--- config.mk ---
export PLATFORM = sky130hd
export DESIGN_NAME = timer_dev
export DESIGN_NICKNAME = d
export VERILOG_FILES = /design/src/rtl/timer_dev_pkg.sv /design/src/rtl/timer_dev.sv
export SDC_FILE = /design/constraint.sdc
export NUM_CORES = 1
export LEC_CHECK = 0
export CORE_MARGIN = 8
export CORE_UTILIZATION = 30
export DETAILED_ROUTE_END_ITERATION = 6
export GPL_TIMING_DRIVEN = 0
export PLACE_DENSITY = 0.55
export SLEW_MARGIN = 20
export SYNTH_ARGS = -nofsm -noshare
export SYNTH_HDL_FRONTEND = slang
export SYNTH_SLANG_ARGS = --single-unit
--- constraint.sdc ---
create_clock -name clk -period 3.08 [get_ports clk]
set_input_delay 0.924 -clock clk [delete_from_list [all_inputs] [get_ports clk]]
set_output_delay 0.924 -clock clk [all_outputs]
set_load 0.02 [all_outputs]
--- src/rtl/timer_dev_pkg.sv ---
// Shared definitions for the memory-mapped down-counter timer: register map,
// CTRL field positions, mode encodings and FSM state encoding.
package timer_dev_pkg;

    // Word offsets (byte address bits [3:2])
    localparam logic [1:0] AddrCtrl   = 2'd0;
    localparam logic [1:0] AddrPreset = 2'd1;
    localparam logic [1:0] AddrCount  = 2'd2;

    // CTRL field positions
    localparam int unsigned CtrlEnBit   = 0;
    localparam int unsigned CtrlModeLsb = 1;
    localparam int unsigned CtrlModeMsb = 2;
    localparam int unsigned CtrlImBit   = 3;

    // MODE encodings; anything other than auto-reload behaves as one-shot
    localparam logic [1:0] ModeOneShot = 2'b00;
    localparam logic [1:0] ModeReload  = 2'b01;

    typedef enum logic [1:0] {
        StIdle = 2'd0,
        StLoad = 2'd1,
        StCnt  = 2'd2,
        StInt  = 2'd3
    } state_e;

    // Pack the CTRL fields into the 32-bit read word
    function automatic logic [31:0] pack_ctrl(input logic en, input logic [1:0] mode,
                                              input logic im);
        logic [31:0] w;
        w                          = '0;
        w[CtrlEnBit]               = en;
        w[CtrlModeMsb:CtrlModeLsb] = mode;
        w[CtrlImBit]               = im;
        return w;
    endfunction

endpackage

--- src/rtl/timer_dev.sv ---
// Programmable down-counter timer on the CPU data-memory bus. Word-addressed
// CTRL/PRESET/COUNT registers, four-state load/count FSM and a level irq.
module timer_dev
    import timer_dev_pkg::*;
(
    input  logic        clk,
    input  logic        reset,
    input  logic [1:0]  addr,
    input  logic        we,
    input  logic [31:0] wdata,
    output logic [31:0] rdata,
    output logic        irq
);

    state_e      r_state;
    state_e      w_state_nxt;
    logic        r_en;
    logic [1:0]  r_mode;
    logic        r_im;
    logic        r_pend;
    logic [31:0] r_preset;
    logic [31:0] r_count;

    logic        w_en_nxt;
    logic [1:0]  w_mode_nxt;
    logic        w_im_nxt;
    logic        w_pend_nxt;
    logic [31:0] w_preset_nxt;
    logic [31:0] w_count_nxt;

    logic        w_ctrl_wr;
    logic        w_preset_wr;
    logic        w_reload;

    assign w_ctrl_wr   = we && (addr == AddrCtrl);
    assign w_preset_wr = we && (addr == AddrPreset);
    assign w_reload    = (r_mode == ModeReload);

    // FSM state register
    always_ff @(posedge clk or posedge reset) begin
        if (reset) begin
            r_state <= StIdle;
        end else begin
            r_state <= w_state_nxt;
        end
    end

    // FSM next-state decode
    always_comb begin
        w_state_nxt = r_state;
        unique case (r_state)
            StIdle: begin
                if (r_en) begin
                    w_state_nxt = StLoad;
                end
            end
            StLoad: begin
                w_state_nxt = r_en ? StCnt : StIdle;
            end
            StCnt: begin
                if (!r_en) begin
                    w_state_nxt = StIdle;
                end else if (r_count <= 32'd1) begin
                    w_state_nxt = StInt;
                end
            end
            StInt: begin
                w_state_nxt = StIdle;
            end
            default: begin
                w_state_nxt = StIdle;
            end
        endcase
    end

    // FSM outputs: next values of the counter and CTRL/PEND registers
    always_comb begin
        w_en_nxt     = r_en;
        w_mode_nxt   = r_mode;
        w_im_nxt     = r_im;
        w_pend_nxt   = r_pend;
        w_preset_nxt = r_preset;
        w_count_nxt  = r_count;

        if (w_preset_wr) begin
            w_preset_nxt = wdata;
        end

        unique case (r_state)
            StLoad: begin
                w_count_nxt = r_preset;
            end
            StCnt: begin
                // Freeze when disabled; never decrement below zero
                if (r_en && (r_count != 32'd0)) begin
                    w_count_nxt = r_count - 32'd1;
                end
            end
            StInt: begin
                if (w_reload) begin
                    // Auto-reload: pending only lives for the INT cycle
                    w_pend_nxt = 1'b0;
                end else begin
                    w_en_nxt = 1'b0;
                end
            end
            default: begin
            end
        endcase

        // Pending is raised on the edge that enters INT so irq is registered
        if ((w_state_nxt == StInt) && (r_state != StInt)) begin
            w_pend_nxt = 1'b1;
        end

        // A CTRL write overrides every automatic update and acknowledges pending
        if (w_ctrl_wr) begin
            w_en_nxt   = wdata[CtrlEnBit];
            w_mode_nxt = wdata[CtrlModeMsb:CtrlModeLsb];
            w_im_nxt   = wdata[CtrlImBit];
            w_pend_nxt = 1'b0;
        end
    end

    // Register file and counter update
    always_ff @(posedge clk or posedge reset) begin
        if (reset) begin
            r_en     <= 1'b0;
            r_mode   <= ModeOneShot;
            r_im     <= 1'b0;
            r_pend   <= 1'b0;
            r_preset <= '0;
            r_count  <= '0;
        end else begin
            r_en     <= w_en_nxt;
            r_mode   <= w_mode_nxt;
            r_im     <= w_im_nxt;
            r_pend   <= w_pend_nxt;
            r_preset <= w_preset_nxt;
            r_count  <= w_count_nxt;
        end
    end

    // Zero-latency read mux
    always_comb begin
        rdata = '0;
        unique case (addr)
            AddrCtrl:   rdata = pack_ctrl(r_en, r_mode, r_im);
            AddrPreset: rdata = r_preset;
            AddrCount:  rdata = r_count;
            default:    rdata = '0;
        endcase
    end

    assign irq = r_pend && r_im;

endmodule

# Word-level counts from Yosys, hierarchy flattened
# Cells that the tools add are included.
# W data, S select, Z words.
[totals]
ff_bits = 71
input_bits = 37
out_inout_bits = 33
elab_cells = 49
[classes]
addsub = 1
magnitude_cmp = 1
eq_ne = 10
n_mux = 15
n_reduce_logical = 15
[ops]
columns = ["op", "n"]
rows = [
  ["$pmux W32 S3", 1],
  ["$pmux W32 S2", 1],
  ["$le A32 B1 Y1 const B", 1],
  ["$mux W32", 1],
  ["$reduce_bool A32 Y1", 1],
  ["$sub A32 B1 Y32 const B", 1],
  ["$eq A2 B2 Y1 const B", 4],
  ["$mux W2", 4],
  ["$pmux W2 S4", 1],
  ["$mux W1", 7],
  ["$eq A2 B1 Y1 const B", 3],
  ["$ne A2 B2 Y1 const B", 3],
  ["$reduce_and A2 Y1", 3],
  ["$reduce_bool A3 Y1", 2],
  ["$logic_and A1 B1 Y1", 5],
  ["$logic_not A2 Y1", 2],
  ["$reduce_bool A2 Y1", 2],
]

# Longest topological paths before layout
# Gate-level depths: netlist of run 1.
[depth]
depth_word = 8
depth_mapped = 10
depth_no_buf = 7

# Least setup slack after synthesis of run 1
# No wires, ideal clock.
[synth_timing]
path_kind = "input-to-output"
startpoint = "in addr[1]"
endpoint = "out rdata[10]"
arrival_ps = 2194
path_slack_ps = -38
cell_stages = 5
n_path_buf = 3
cell_sequence = "clkbuf_1 nor2b_1 clkbuf_1 clkbuf_1 a22o_1"
[synth_between]
elab_chain_cells = 2
[synth_lines]
columns = ["item", "line_no", "text"]
rows = [
  ["start: declaration", "timer_dev.sv:8", "input logic [1:0] addr,"],
  ["$eq A2 B2 Y1 (tied with other cells)", "timer_dev.sv:147", "unique case (addr)"],
  ["$pmux W32 S3 (*)", "timer_dev.sv:147", ""],
  ["end: declaration", "timer_dev.sv:11", "output logic [31:0] rdata,"],
]
# Every way passes the cells marked *; elsewhere a longest branch is shown, timed or not.

# Worst setup path in the final report of run 1
[layout_timing]
startpoint = "in addr[0]"
endpoint = "out rdata[23]"
# Same word-level chain as after synthesis.

==> flow_summary.json, run 1 <==
{
  "floorplan.rows": 43,
  "critPathLaunchType": "input port",
  "final_worst_path_cycle_share": 0.987,
  "worst_clock_skew_ns": 0.0104,
  "timing.critical_path.required_ns": 2.16,
  "rsz_0062_raised_after_global_routing": "no",
  "cts.root.buffer_cell": "sky130_fd_sc_hd__clkbuf_16",
  "initial_utilization": 0.306,
  "io_buffers": 68,
  "post_synthesis_net_count": 480,
  "power.density_mw_per_mm2": 828,
  "worstSetupPathDepth": 6,
  "drt-wirelength-per-cell_microns": 21.3,
  "cts_tree": "yes",
  "cap_viol_max_count": 0,
  "critPathKind": "in2out",
  "clock_tree.buffer_depth": 2,
  "worst_path_dominant_cell_family": "buffers and inverters",
  "cts_made_buffers": 9,
  "grtUsageTotal": 0.169,
  "synth_xor_area_frac": 0,
  "cts_htree_levels": 3,
  "setup_violations": 0,
  "synth_compound_area_frac": 0.248,
  "cp.buffers_inverters": 4,
  "placedInstanceArea_sq_mm": 0.00517,
  "drtIter0Drc": 333,
  "gp_congestion": 0.857,
  "power.combinational.fraction": 0.397,
  "synth_area_per_cell_sq_um": 9.63,
  "clkSlewWorstSetupHoldPaths_ns": 0.05,
  "timing.max_slew.rel_slack": 0.374,
  "timing.critical_path.to_type": "primary output",
  "die_height_microns": 135,
  "ys_types": 57,
  "synthesized_instance_count": 440,
  "coreArea_sq_mm": 0.0138,
  "grt-ovfl-total": 0,
  "clock_power_share": 0.244,
  "synth-simple-area-share": 0.169,
  "pin_count_of_the_biggest_net_entering_global_routing": 38,
  "synth.cell_area_sq_mm": 0.00424,
  "layout-drive-gt1-share": 0.226,
  "pre_cts_ws_ns": -1.57,
  "fin_cells": 707,
  "arr_time_crit_path_ns": 2.11,
  "timing.hold.worst.start": "r_im",
  "timing.hold.worst_path_depth": 1,
  "layout_min_cycle_time_ns": 3.04,
  "achievable-frequency_mhz": 329,
  "length_in_cells_of_the_worst_reg_to_reg_path": 6,
  "synth_async_sr_flop_share": 1.00,
  "crit-reg2reg-capture": "r_count[31]",
  "grt_pass1_wl_mm": 23.6,
  "fill_cells": 1432,
  "clock_insertion_delay_worst_skew_ns": 0.35,
  "vdd_ir_drop_max_v": 0.000331,
  "combinational_family_with_the_most_area_after_synthesis": "compound AO/OA/AOI/OAI gates",
  "antenna_cells_inserted": 0,
  "regArea_sq_mm": 0.00178,
  "yosys_warn_count": 0,
  "synth_mux_area_frac": 0.107,
  "maximum_fanout_along_the_worst_path": 10,
  "critPathCapture": "rdata[23]",
  "critical_path.cell_chain": "clkdlybuf4s15_2, nor2b_1, clkbuf_8, clkbuf_16, a22o_1, buf_2",
  "drt-vias-per-instance": 5.64,
  "area_growth_from_synthesis_to_final_layout_pct": 28.8,
  "placed_cells_incl_taps": 689,
  "internal_power_mw": 2.67,
  "total_area_of_multi_input_combinational_cells_sq_mm": 0.00227,
  "antenna_found_initial": 0,
  "setup.reg_to_reg.worst_slack_ns": 0.26,
  "drtAntennaViolNets": 0,
  "drt_first_pass_iters": 5,
  "wl_mm": 15.1,
  "netSwitchingPower_mw": 1.85,
  "longest_individual_stage_delay_on_the_worst_path_ns": 0.27,
  "postCtsHoldBufs": 0,
  "dp_hpwl_mm": 10.6,
  "tritoncts_num_sinks": 71,
  "final_nets": 562,
  "cellLeakagePower_nw": 2.26,
  "drcViolationCount": 0,
  "die_w_microns": 135,
  "slowest_stage": "sky130_fd_sc_hd__a22o_1",
  "fp.dieArea_sq_mm": 0.0182,
  "share_seq_of_total_power": 0.359,
  "crit_path_start": "addr[0]",
  "edff_count_synth": 0,
  "postSynthRegisterBits": 71,
  "outcome": "finished clean",
  "timing_hold_violations_final": 0,
  "worst-slew-pin-transition_ns": 0.935,
  "detailroute.via_count": 3990,
  "timing.final.max_slew_violations": 0,
  "synth.yosys.seq_area_share": 0.419,
  "stdcell_area_sq_mm": 0.00546,
  "first_global_vias": 4101,
  "r2r_start": "r_count[0]",
  "minimum_setup_slack_in_the_final_design_ns": 0.0415,
  "switching_share": 0.409,
  "yosys_most_used_dff": "sky130_fd_sc_hd__dfrtp_1",
  "post_synth_fa_ha_maj_area_fraction": 0.00886,
  "io-pin-count": 70,
  "worstHoldPathType": "reg2reg"
}
layout by cell type, fill, tap and decap left out, types with 3 or more instances in the layout:
master,instances
sky130_fd_sc_hd__dfrtp_1,71
sky130_fd_sc_hd__buf_2,37
sky130_fd_sc_hd__mux2_2,36
sky130_fd_sc_hd__clkdlybuf4s50_1,35
sky130_fd_sc_hd__nor2_1,34
sky130_fd_sc_hd__a22o_1,31
sky130_fd_sc_hd__nand2_1,23
sky130_fd_sc_hd__o21ai_0,21
sky130_fd_sc_hd__nor3_1,19
sky130_fd_sc_hd__o31ai_1,17
sky130_fd_sc_hd__clkbuf_1,16
sky130_fd_sc_hd__a21oi_1,14
sky130_fd_sc_hd__clkbuf_16,12
sky130_fd_sc_hd__inv_1,9
sky130_fd_sc_hd__or3_1,8
sky130_fd_sc_hd__a31oi_1,8
sky130_fd_sc_hd__nand4_1,8
sky130_fd_sc_hd__nor4_1,7
sky130_fd_sc_hd__a41oi_1,7
sky130_fd_sc_hd__o22a_1,7
sky130_fd_sc_hd__clkbuf_8,7
sky130_fd_sc_hd__nand2b_1,6
sky130_fd_sc_hd__buf_1,6
sky130_fd_sc_hd__a211o_1,5
sky130_fd_sc_hd__a22oi_1,5
sky130_fd_sc_hd__mux2i_1,5
sky130_fd_sc_hd__buf_4,4
sky130_fd_sc_hd__and2_1,4
sky130_fd_sc_hd__a32oi_1,4
sky130_fd_sc_hd__nand3_1,3
sky130_fd_sc_hd__and4_1,3
sky130_fd_sc_hd__nor2b_1,3
sky130_fd_sc_hd__o22ai_1,3
sky130_fd_sc_hd__ha_1,3
how the worst min path moves through the flow:
stage | endpoint | slack, ns
after global routing | r_count[26] | 0.55
after global placement | r_im | 0.52
after CTS | r_im | 0.53
after detailed placement | r_count[26] | 0.52
final | r_im | 0.53
after floorplan | r_count[23] | 0.48
worst register-to-register path, cell delays in order (launching register included):
cell and delay, ns:
sky130_fd_sc_hd__dfrtp_1 0.46, sky130_fd_sc_hd__or4_1 0.53, sky130_fd_sc_hd__clkbuf_1 0.29, sky130_fd_sc_hd__nor4_2 0.70, sky130_fd_sc_hd__nand4_1 0.18, sky130_fd_sc_hd__a211o_1 0.33, sky130_fd_sc_hd__a22o_1 0.23
registers in the layout, summed over array words and instances, names as in the netlist:
name,flops
r_im,1
r_state,2
r_en,1
r_preset,32
r_mode,2
r_pend,1
r_count,32
layer usage:
metal | up-vias | global-route usage | share of wire
met1 | 1962 | 0.219 | 0.47
met4 | 0 | 0.0555 | 0.019
li1 | 1846 | - | -
met2 | 155 | 0.261 | 0.45
met3 | 27 | 0.0509 | 0.066
met5 | - | 0 | 0
stage by stage:
stage / utilization / hold WS [ns] / TNS, ns / power, mW
5_1_grt: 0.395 / 0.545 / 0 / 4.80
2_1_floorplan: - / 0.483 / -0.721 / 2.76
4_1_cts: 0.398 / 0.529 / 0 / 4.52
3_3_place_gp: 0.372 / 0.515 / -124.98 / 3.41
3_5_place_dp: 0.374 / 0.516 / -51.16 / 3.45
6_report: 0.395 / 0.528 / 0 / 4.52
synth_stat cells, drive strengths merged, types with 5 or more instances:
| cell | instances | area share |
|---|---|---|
| or4 | 5 | 0.011 |
| nand4 | 8 | 0.012 |
| mux2i | 5 | 0.012 |
| a41oi | 7 | 0.014 |
| dfrtp | 71 | 0.42 |
| inv | 10 | 0.0089 |
| or3 | 9 | 0.014 |
| o22a | 8 | 0.017 |
| a22o | 32 | 0.066 |
| nor2 | 34 | 0.030 |
| clkbuf | 24 | 0.022 |
| mux2 | 36 | 0.096 |
| nand2 | 23 | 0.020 |
| a22oi | 5 | 0.0089 |
| buf | 15 | 0.017 |
| a21oi | 14 | 0.017 |
| a211o | 5 | 0.010 |
| and2 | 5 | 0.0074 |
| nor3 | 21 | 0.026 |
| nor4 | 9 | 0.015 |
| o31ai | 17 | 0.030 |
| a31oi | 8 | 0.012 |
| nand2b | 6 | 0.0089 |
| o21ai | 21 | 0.025 |
kinds of logic after synthesis:
logic type / after synthesis
compound gates: 141
fa+ha+maj: 3
buf+inv: 49
flops: 71
mux: 41
simple gates: 135
power groups by stage:
stage | Clock [mW] | Sequential, mW | Combinational [mW]
floorplan | 0 | 1.50 | 1.26
global placement | 0 | 1.61 | 1.80
detailed placement | 0 | 1.62 | 1.84
CTS | 1.12 | 1.60 | 1.80
global route | 1.17 | 1.67 | 1.97
finish | 1.10 | 1.62 | 1.79
area by class of cell:
| type | count | share of cell area |
|---|---|---|
| well taps | 180 | 0.0413 |
| repair buffers | 71 | 0.103 |
| multi-input cells | 320 | 0.416 |
| clock buffers | 13 | 0.0495 |
| clock inverters | 3 | 0.00734 |
| inverters | 10 | 0.00734 |
| plain buffers | 39 | 0.0493 |
| flip-flops and latches | 71 | 0.326 |
repair_timing:
action,CTS,global route
gates resized for setup,144,12
setup buffers,2,0
endpoints found under the hold margin,0,0
setup endpoints to repair,32,12
Note: power is estimated with default switching activity, not from simulation.
==> run 2: changes to the inputs <==
--- a/config.mk
+++ b/config.mk
@@ -9,7 +9,7 @@
 export CORE_UTILIZATION = 30
 export DETAILED_ROUTE_END_ITERATION = 6
 export GPL_TIMING_DRIVEN = 0
-export PLACE_DENSITY = 0.55
+export PLACE_DENSITY = 0.56
 export SLEW_MARGIN = 20
 export SYNTH_ARGS = -nofsm -noshare
 export SYNTH_HDL_FRONTEND = slang
==> run 2 against run 1 <==
- global-route usage is 0.11 points higher
- register-to-register slack worse by 0.06 ns
- largest cell class unchanged
- critical endpoint unchanged
- fmax is 0.66% higher
==> flow_summary.json, run 2 (same netlist as run 1, synthesis figures left out) <==
{
  "largest_registers": "r_count: 32 flops, r_preset: 32 flops",
  "io-pin-count": 70,
  "most-common-layout-cells": "sky130_fd_sc_hd__dfrtp_1, sky130_fd_sc_hd__buf_2, sky130_fd_sc_hd__mux2_2, sky130_fd_sc_hd__clkdlybuf4s50_1, sky130_fd_sc_hd__nor2_1",
  "cap_viol_max_count": 0,
  "timing.critical_path.required_ns": 2.16,
  "fill_cells": 1382,
  "cts_resized": 148,
  "antenna_found_initial": 0,
  "grtUsageTotal": 0.170,
  "drt_first_pass_iters": 5,
  "gp_congestion": 0.886,
  "design_power_total_mw": 4.56,
  "placedInstanceArea_sq_mm": 0.00517,
  "drtIter0Drc": 378,
  "layout_min_cycle_time_ns": 3.02,
  "outcome": "finished clean",
  "clock_tree.buffer_depth": 2,
  "rsz_0062_raised_after_global_routing": "no",
  "util_after_layout": 0.394,
  "regArea_sq_mm": 0.00178,
  "floorplan.rows": 43,
  "minimum_setup_slack_in_the_final_design_ns": 0.0614,
  "vdd_ir_drop_max_v": 0.000486,
  "worst_clock_skew_ns": 0.00718,
  "arr_time_crit_path_ns": 2.09,
  "maximum_fanout_along_the_worst_path": 10,
  "clock_insertion_delay_worst_skew_ns": 0.35,
  "critPathLaunchType": "input port",
  "fin_cells": 705,
  "cellLeakagePower_nw": 2.25,
  "cts_post_setup_buffers_inserted": 0,
  "stdcell_area_sq_mm": 0.00545,
  "drt-vias-per-instance": 5.69,
  "grt_pass1_wl_mm": 23.5,
  "pre_cts_ws_ns": -1.53,
  "initial_utilization": 0.306,
  "first_global_vias": 4069,
  "cts_made_buffers": 9,
  "total_area_of_multi_input_combinational_cells_sq_mm": 0.00227,
  "power.density_mw_per_mm2": 838,
  "die_height_microns": 135,
  "final_worst_path_cycle_share": 0.980,
  "worstHoldPathType": "reg2reg",
  "clkSlewWorstSetupHoldPaths_ns": 0.06,
  "antenna_cells_inserted": 0,
  "timing.final.max_slew_violations": 0,
  "fp.dieArea_sq_mm": 0.0182,
  "drtAntennaViolNets": 0,
  "pin_count_of_the_biggest_net_entering_global_routing": 49,
  "timing.max_slew.rel_slack": 0.334,
  "achievable-frequency_mhz": 331,
  "area_growth_from_synthesis_to_final_layout_pct": 28.6,
  "critPathKind": "in2out",
  "drt-wirelength-per-cell_microns": 21.4,
  "final_nets": 560,
  "layout-drive-gt1-share": 0.219,
  "timing.critical_path.to_type": "primary output",
  "cts.root.buffer_cell": "sky130_fd_sc_hd__clkbuf_16",
  "coreArea_sq_mm": 0.0138,
  "dp_hpwl_mm": 10.6,
  "drcViolationCount": 0,
  "grt-ovfl-total": 0,
  "placed_cells_incl_taps": 689,
  "detailroute.via_count": 4010,
  "worst-slew-pin-transition_ns": 0.991,
  "setup_violations": 0,
  "wl_mm": 15.1,
  "die_w_microns": 135,
  "postCtsHoldBufs": 0,
  "timing_hold_violations_final": 0,
  "cts_tree": "yes",
  "cts_htree_levels": 3,
  "tritoncts_num_sinks": 71,
  "most_common_cell_after_layout_fill_and_taps_aside": "sky130_fd_sc_hd__dfrtp_1",
  "io_buffers": 68
}
## run 2: cell types whose count changed in the layout (fill, tap and decap cells not counted), sizes merged
cell,before,now
bufinv,1,2
buf,48,47
clkinv,2,1
clkbuf,37,36
## run 2: final cells by class
cell class	count	share of cell area
flip-flops and latches	71	0.326
repair buffers	69	0.102
plain buffers	39	0.0473
multi-input cells	320	0.416
clock buffers	13	0.0478
well taps	180	0.0413
inverters	10	0.00735
clock inverters	3	0.0119
## run 2: worst max-delay path, cell delays in order
cell and delay [ns]:
sky130_fd_sc_hd__clkdlybuf4s15_2 0.23, sky130_fd_sc_hd__nor2b_1 0.15, sky130_fd_sc_hd__clkbuf_8 0.17, sky130_fd_sc_hd__clkbuf_8 0.19, sky130_fd_sc_hd__a22o_1 0.26, sky130_fd_sc_hd__buf_2 0.17
## run 2: through the flow
stage | hold slack (ns) | setup TNS, ns
6_report | 0.540 | 0
5_1_grt | 0.566 | 0
4_1_cts | 0.535 | 0
3_5_place_dp | 0.521 | -48.25
3_3_place_gp | 0.515 | -126.41
2_1_floorplan | 0.483 | -0.721
## run 2: path summary, 6_finish.rpt
path	start	endpoint	slack, ns	cells past startpoint
max	addr[0]	rdata[23]	0.06	6
min reg2reg	r_count[26]	r_count[26]	0.54	1
min	r_count[26]	r_count[26]	0.54	1
max reg2reg	r_count[0]	r_count[16]	0.20	8
min in group asynchronous	reset	r_preset[15]	0.91	2
max in group asynchronous	reset	r_en	1.61	3
## run 2: power by group
group          internal, mW  switching [mW]
clock network         0.752           0.405
logic                 0.737            1.05
registers              1.24           0.375
total                  2.73            1.83
## run 2: routing by layer
metal | part of all wire | wire, microns | vias to the layer above | GRT usage
met2 | 0.46 | 6890 | 164 | 0.260
met4 | 0.026 | 395 | 0 | 0.0761
met5 | 0 | 0 | - | 0
met3 | 0.072 | 1080 | 31 | 0.0494
met1 | 0.45 | 6730 | 1973 | 0.217
li1 | - | - | 1842 | -
